### src/rtl/mips_ctrl_pkg.sv
// Shared control encodings for the multi-cycle MIPS core.
// Holds the controller state encoding (4-bit), the opcode constants and the
// alu_op / alu_src_b / pc_src encodings used by the datapath muxes and the ALU
// decoder.
// Configuration macro: MC_BNE_EN adds the BNE_EX state.
package mips_ctrl_pkg;

    typedef enum logic [3:0] {
        StFetch   = 4'd0,
        StDecode  = 4'd1,
        StMemAdr  = 4'd2,
        StMemRd   = 4'd3,
        StMemWb   = 4'd4,
        StMemWr   = 4'd5,
        StRtypeEx = 4'd6,
        StRtypeWb = 4'd7,
        StBeqEx   = 4'd8,
        StAddiEx  = 4'd9,
        StAddiWb  = 4'd10,
        StJEx     = 4'd11,
`ifdef MC_BNE_EN
        StFault   = 4'd12,
        StBneEx   = 4'd13
`else
        StFault   = 4'd12
`endif
    } state_e;

    // Opcodes, instruction bits [31:26]
    localparam logic [5:0] OpRtype = 6'b000000;
    localparam logic [5:0] OpLw    = 6'b100011;
    localparam logic [5:0] OpSw    = 6'b101011;
    localparam logic [5:0] OpBeq   = 6'b000100;
    localparam logic [5:0] OpBne   = 6'b000101;
    localparam logic [5:0] OpAddi  = 6'b001000;
    localparam logic [5:0] OpJ     = 6'b000010;

    // alu_op
    localparam logic [1:0] AluAdd   = 2'b00;
    localparam logic [1:0] AluSub   = 2'b01;
    localparam logic [1:0] AluFunct = 2'b10;

    // alu_src_b
    localparam logic [1:0] SrcBRt     = 2'b00;
    localparam logic [1:0] SrcBFour   = 2'b01;
    localparam logic [1:0] SrcBImm    = 2'b10;
    localparam logic [1:0] SrcBImmSh2 = 2'b11;

    // pc_src
    localparam logic [1:0] PcSrcAlu    = 2'b00;
    localparam logic [1:0] PcSrcAluOut = 2'b01;
    localparam logic [1:0] PcSrcJump   = 2'b10;

endpackage

### src/rtl/mem_wait_timer.sv
// Memory wait timer.
// Counts consecutive cycles a memory access has been stalled and flags the
// cycle on which the count would reach TIMEOUT_CYCLES.
// Ports:
//   clk_i      core clock
//   rst_i      synchronous active-high reset
//   clr_i      clear the count (has priority over inc_i)
//   inc_i      one more stalled cycle
//   expired_o  this stalled cycle is the TIMEOUT_CYCLES-th in a row
module mem_wait_timer #(
    parameter int unsigned TIMEOUT_CYCLES = 16
) (
    input  logic clk_i,
    input  logic rst_i,
    input  logic clr_i,
    input  logic inc_i,
    output logic expired_o
);

    localparam int unsigned CntW = $clog2(TIMEOUT_CYCLES + 1);
    localparam logic [CntW-1:0] LastCnt = CntW'(TIMEOUT_CYCLES - 1);

    logic [CntW-1:0] cnt_q, cnt_d;

    always_comb begin
        cnt_d = cnt_q;
        if (clr_i) begin
            cnt_d = '0;
        end else if (inc_i) begin
            cnt_d = cnt_q + 1'b1;
        end
    end

    // A ready memory clears the count, so completion on the last cycle wins.
    assign expired_o = inc_i && !clr_i && (cnt_q == LastCnt);

    always_ff @(posedge clk_i) begin
        if (rst_i) begin
            cnt_q <= '0;
        end else begin
            cnt_q <= cnt_d;
        end
    end

endmodule

### src/rtl/multicycle_ctrl_fsm.sv
// Main control unit of the multi-cycle MIPS core.
// Decodes the opcode across states and drives every datapath strobe and mux
// select; waits on mem_ready in FETCH/MEMRD/MEMWR and faults after
// TIMEOUT_CYCLES consecutive stalled cycles. Only rst leaves FAULT.
// Configuration macro: MC_BNE_EN enables bne (opcode 000101) via BNE_EX.
// Ports:
//   clk, rst (sync, active high), opcode, zero, mem_ready   inputs
//   mem_read, mem_write, ir_write, reg_write, pc_en          strobes
//   iord, mem_to_reg, reg_dst, alu_src_a, alu_src_b, alu_op, pc_src  selects
//   illegal_op (pulse in DECODE), fault (level in FAULT)
module multicycle_ctrl_fsm
    import mips_ctrl_pkg::*;
#(
    parameter int unsigned TIMEOUT_CYCLES = 16
) (
    input  logic       clk,
    input  logic       rst,
    input  logic [5:0] opcode,
    input  logic       zero,
    input  logic       mem_ready,
    output logic       mem_read,
    output logic       mem_write,
    output logic       ir_write,
    output logic       reg_write,
    output logic       pc_en,
    output logic       iord,
    output logic       mem_to_reg,
    output logic       reg_dst,
    output logic       alu_src_a,
    output logic [1:0] alu_src_b,
    output logic [1:0] alu_op,
    output logic [1:0] pc_src,
    output logic       illegal_op,
    output logic       fault
);

    state_e state_q, state_d;
    logic   pc_write, branch;
    logic   in_wait, expired;
`ifdef MC_BNE_EN
    logic   branch_ne;
`endif

    assign in_wait = (state_q == StFetch) || (state_q == StMemRd) || (state_q == StMemWr);

    mem_wait_timer #(
        .TIMEOUT_CYCLES(TIMEOUT_CYCLES)
    ) u_timer (
        .clk_i    (clk),
        .rst_i    (rst),
        .clr_i    (!in_wait || mem_ready),
        .inc_i    (in_wait && !mem_ready),
        .expired_o(expired)
    );

    always_comb begin
        state_d    = state_q;
        mem_read   = 1'b0;
        mem_write  = 1'b0;
        ir_write   = 1'b0;
        reg_write  = 1'b0;
        pc_write   = 1'b0;
        branch     = 1'b0;
`ifdef MC_BNE_EN
        branch_ne  = 1'b0;
`endif
        iord       = 1'b0;
        mem_to_reg = 1'b0;
        reg_dst    = 1'b0;
        alu_src_a  = 1'b0;
        alu_src_b  = SrcBRt;
        alu_op     = AluAdd;
        pc_src     = PcSrcAlu;
        illegal_op = 1'b0;
        fault      = 1'b0;

        unique case (state_q)
            StFetch: begin
                mem_read  = 1'b1;
                alu_src_b = SrcBFour;
                ir_write  = mem_ready;
                pc_write  = mem_ready;
                if (mem_ready)    state_d = StDecode;
                else if (expired) state_d = StFault;
            end
            StDecode: begin
                alu_src_b = SrcBImmSh2;
                unique case (opcode)
                    OpRtype:     state_d = StRtypeEx;
                    OpLw, OpSw:  state_d = StMemAdr;
                    OpBeq:       state_d = StBeqEx;
                    OpAddi:      state_d = StAddiEx;
                    OpJ:         state_d = StJEx;
`ifdef MC_BNE_EN
                    OpBne:       state_d = StBneEx;
`endif
                    default: begin
                        state_d    = StFetch;
                        illegal_op = 1'b1;
                    end
                endcase
            end
            StMemAdr, StAddiEx: begin
                alu_src_a = 1'b1;
                alu_src_b = SrcBImm;
                if (state_q == StAddiEx) state_d = StAddiWb;
                else state_d = (opcode == OpSw) ? StMemWr : StMemRd;
            end
            StMemRd: begin
                mem_read = 1'b1;
                iord     = 1'b1;
                if (mem_ready)    state_d = StMemWb;
                else if (expired) state_d = StFault;
            end
            StMemWb: begin
                reg_write  = 1'b1;
                mem_to_reg = 1'b1;
                state_d    = StFetch;
            end
            StMemWr: begin
                mem_write = 1'b1;
                iord      = 1'b1;
                if (mem_ready)    state_d = StFetch;
                else if (expired) state_d = StFault;
            end
            StRtypeEx: begin
                alu_src_a = 1'b1;
                alu_op    = AluFunct;
                state_d   = StRtypeWb;
            end
            StRtypeWb: begin
                reg_write = 1'b1;
                reg_dst   = 1'b1;
                state_d   = StFetch;
            end
            StBeqEx: begin
                alu_src_a = 1'b1;
                alu_op    = AluSub;
                pc_src    = PcSrcAluOut;
                branch    = 1'b1;
                state_d   = StFetch;
            end
`ifdef MC_BNE_EN
            StBneEx: begin
                alu_src_a = 1'b1;
                alu_op    = AluSub;
                pc_src    = PcSrcAluOut;
                branch_ne = 1'b1;
                state_d   = StFetch;
            end
`endif
            StAddiWb: begin
                reg_write = 1'b1;
                state_d   = StFetch;
            end
            StJEx: begin
                pc_src   = PcSrcJump;
                pc_write = 1'b1;
                state_d  = StFetch;
            end
            StFault: begin
                fault = 1'b1;
            end
            default: state_d = StFetch;
        endcase
    end

`ifdef MC_BNE_EN
    assign pc_en = pc_write | (branch & zero) | (branch_ne & ~zero);
`else
    assign pc_en = pc_write | (branch & zero);
`endif

    always_ff @(posedge clk) begin
        if (rst) begin
            state_q <= StFetch;
        end else begin
            state_q <= state_d;
        end
    end

endmodule

### config.mk
export PLATFORM = sky130hd
export DESIGN_NAME = multicycle_ctrl_fsm
export DESIGN_NICKNAME = d
export VERILOG_FILES = /design/src/rtl/mips_ctrl_pkg.sv /design/src/rtl/mem_wait_timer.sv /design/src/rtl/multicycle_ctrl_fsm.sv
export SDC_FILE = /design/constraint.sdc
export NUM_CORES = 1
export LEC_CHECK = 0
export CORE_ASPECT_RATIO = 1.2
export CORE_MARGIN = 5
export CORE_UTILIZATION = 41
export DETAILED_ROUTE_END_ITERATION = 12
export HOLD_SLACK_MARGIN = 0.06
export PLACE_DENSITY = 0.75
export SLEW_MARGIN = 10
export SYNTH_ARGS = -nofsm -noshare
export SYNTH_HDL_FRONTEND = slang
export SYNTH_SLANG_ARGS = --single-unit
### constraint.sdc
create_clock -name clk -period 2.2 [get_ports clk]
set_input_delay 0.66 -clock clk [delete_from_list [all_inputs] [get_ports clk]]
set_output_delay 0.66 -clock clk [all_outputs]
set_load 0.05 [all_outputs]
==> impl_metrics.tcl, run 1 <==
set metrics [dict create \
    pre_cts_slack_ns -0.705 \
    power.density_cell_area_nw_per_um2 310 \
    max_freq_mhz 402 \
    status "finished, violations left" \
    syn_to_final_growth_pct 85.1 \
    layout_worst_path_cycle_share_pct 113 \
    syn-num-nets 127 \
    core.rowCount 18 \
    clock_insertion_delay_at_the_later_pin_of_the_skew_report_ns 0.26 \
    gp_routability_congestion 0.882 \
    path_cells "buf_6 > or4_4 > nor3_4 > a21oi_2 > and3_4 > buf_8" \
    hold-path-endpoint "u_timer.cnt_q[0]" \
    max-cap-violations 0 \
    global_route_total_usage_across_every_layer_pct 20.1 \
    die_area_um2 3050 \
    cts_tree "done" \
    crit_slowest_cell "sky130_fd_sc_hd__or4_4" \
    criticalPathCategory "input port to output port" \
    synth_flop_cell "sky130_fd_sc_hd__dfxtp_1" \
    first_pass_grt_wire_length_mm 4.64 \
    worstPathArrival_ns 1.83 \
    core_area_um2 2000 \
    worstPathMaxFanout 2 \
    crit_family "simple AND/OR/NAND/NOR gates" \
    clock_path_buffers 2 \
    clk_transition_reported_paths_ns 0.06 \
    grt_start_max_net_pins 17 \
    worst_ep_required_time_ns 1.54 \
    grt_antenna_before_repair 0 \
    root_buffer "sky130_fd_sc_hd__clkbuf_4" \
    num_antenna_cells 0 \
    number_of_global_route_vias_before_repair 1054 \
    ys_async_sr_fraction_pct 0 \
    final_nets 172 \
    worst_slew_pin_slew_ns 0.360 \
    number_of_buffer_cells_added_on_primary_ports 26 \
    max_stage_delay_ns 0.55 \
    synth_warnings 0 \
    holdPathStages 1 \
    vdd_ir_drop_max_uv 420 \
    p_leak_uw 0.000649 \
    cp_buf_inv_count 2 \
    maxSlewHeadroom_pct 75.9 \
    worst_r2r_path_cells 7 \
    endpoints_failing_hold 0 \
    r2r-start "u_timer.cnt_q[0]" \
    cts_hold_buffers 0 \
    drt_wl_total_mm 2.93 \
    synthDistinctLibCells 39 \
    synth-seq-area-share_pct 21.5 \
    fin_worst_skew_ns 0.00925 \
    hold_path.startpoint "u_timer.cnt_q[0]" \
    worst-r2r-setup-slack_ns 0.28 \
    sinks_on_the_clock_net 9 \
    terminus_of_the_critical_flop_to_flop_path "state_q[3]" \
    critPathLaunchType "input port" \
    post_synth_instance_area_um2 838 \
    setup.worst_path.end_class "output port" \
    failed_checks "negative setup slack" \
    dieHeight_um 59.5 \
    drive_gt1_share_pct 44.0 \
    route.vias.total 1062 \
    tritoncts.num_buffers 3 \
    fin_cells 179 \
    report.final.slew_viol_count 0 \
    synth_seq_cells 9 \
    hold_class "flip-flop to flip-flop" \
    final_critical_path_setup_slack_ns -0.291 \
    postSynthCellCount 115 \
    detail_route.drc_violations 0 \
    timing.final.crit_period_ns 2.49 \
    numPlacedInstances 172 \
    rsz0062_at_grt "true" \
    detail-route-antenna-nets 0 \
    wl_per_cell_um 16.4 \
    setup_viol 1 \
    die_w_um 51.3 \
    synth_edf_count 0 \
    htree_num_levels 1 \
    grt.overflow.total 0 \
    hpwl_after_detailed_placement_mm 2.13 \
    firstDrtPassIters 4 \
    io_pins 27 \
    post_drt_via_cell_ratio 5.93 \
    synth_area_per_cell_um2 7.29 \
    drt_iter0_markers 42 \
    initial_utilization_pct 41.8 \
]
-- layer usage --
layer | up-vias | share of wire (%) | track usage, %
met1 | 497 | 37 | 21.7
met4 | 0 | 4.4 | 8.61
met5 | - | 0 | 0
li1 | 506 | - | -
met2 | 43 | 55 | 37.9
met3 | 16 | 3.9 | 3.53
-- layout by cell type, fill, tap and decap left out, types with 3 or more instances in the layout --
master | Yosys | final
sky130_fd_sc_hd__and3_1 | 6 | 5
sky130_fd_sc_hd__nor2_1 | 16 | 14
sky130_fd_sc_hd__buf_6 | 1 | 4
sky130_fd_sc_hd__nand2b_1 | 6 | 6
sky130_fd_sc_hd__nor3_1 | 9 | 4
sky130_fd_sc_hd__a31oi_1 | 4 | 4
sky130_fd_sc_hd__inv_1 | 5 | 5
sky130_fd_sc_hd__dlygate4sd2_1 | 0 | 3
sky130_fd_sc_hd__dfxtp_1 | 9 | 6
sky130_fd_sc_hd__o21ai_0 | 5 | 5
sky130_fd_sc_hd__a21oi_2 | 0 | 3
sky130_fd_sc_hd__buf_4 | 2 | 21
sky130_fd_sc_hd__o211ai_1 | 3 | 3
sky130_fd_sc_hd__nor3_2 | 0 | 3
sky130_fd_sc_hd__nand3_1 | 3 | 3
sky130_fd_sc_hd__buf_12 | 0 | 16
sky130_fd_sc_hd__nand2_1 | 6 | 6
sky130_fd_sc_hd__clkbuf_4 | 0 | 3
-- worst max-delay path by stage --
stage               cells after the start         end  slack, ns  startpoint
finish                                  6  illegal_op      -0.29   opcode[0]
floorplan                               4       pc_en      -0.20  state_q[3]
detailed placement                      6  illegal_op      -0.71   opcode[0]
global route                            6  illegal_op      -0.33   opcode[0]
global placement                        6  illegal_op      -0.64   opcode[0]
CTS                                     6  illegal_op      -0.33   opcode[4]
-- cells in the mapped netlist (3+ instances only) --
cell                        n  area share [%]
sky130_fd_sc_hd__nor2_1    16             7.2
sky130_fd_sc_hd__nor3b_1    3             2.7
sky130_fd_sc_hd__nand2b_1   6             4.5
sky130_fd_sc_hd__nor3_1     9             5.4
sky130_fd_sc_hd__o211ai_1   3             2.7
sky130_fd_sc_hd__and3_1     6             4.5
sky130_fd_sc_hd__buf_2      3             1.8
sky130_fd_sc_hd__o21ai_0    5             3.0
sky130_fd_sc_hd__nand3_1    3             1.8
sky130_fd_sc_hd__dfxtp_1    9              21
sky130_fd_sc_hd__a31oi_1    4             3.0
sky130_fd_sc_hd__nand2_1    6             2.7
sky130_fd_sc_hd__a21oi_1    5             3.0
sky130_fd_sc_hd__inv_1      5             2.2
-- kinds of logic after synthesis --
logic type / after synthesis / synth area share (%)
DFF: 9 / 21.5
buffers and inverters: 13 / 8.06
AOI/OAI and AO/OA: 25 / 20.1
adders and majority gates: 2 / 2.98
xor gates and xnor gates: 5 / 6.12
and+or+nand+nor: 59 / 38.7
muxes: 2 / 2.54
-- power breakdown --
group | internal, uW | switching (uW) | total (uW)
logic | 88.5 | 90.8 | 179
clock network | 69.8 | 57.9 | 128
registers | 165 | 8.45 | 174
total | 324 | 157 | 481
-- cell type report --
class,instances,area (um^2)
multi-input combinational,93,701
timing repair buffer,48,592
fill,122,453
sequential,9,189
clock buffer,4,26.3
tap,20,25.0
inverter,5,18.8
-- repair_timing --
| item | CTS | global route |
|---|---|---|
| setup endpoints to repair | 13 | 6 |
| pin swaps | 4 | 3 |
| cloned | 0 | 0 |
| setup buffers | 1 | 2 |
| gates resized for setup | 28 | 14 |
-- sequential cells by signal (all words and copies together), names as in the netlist --
name	cells
state_q	4
u_timer.cnt_q	5
-- through the flow --
step                      cell area [um^2]  power [uW]  hold slack [ns]  utilization (%)  setup TNS [ns]
final                                 1550         481            0.448             77.4          -0.291
after global routing                  1550         497            0.475             77.4          -0.329
after CTS                             1490         472            0.448             74.4          -0.334
after detailed placement              1430         345            0.441             71.3           -1.16
after global placement                1430         341            0.428             71.3           -1.05
after floorplan                        892         261            0.417                -          -0.830
Power figures use the tool's default switching activity.
==> run 2, diff against run 1 <==
Settings changed: CAP_MARGIN set to 30.
==> results of run 2 <==
No change in the layout: final DEF, timing and power equal those of run 1.
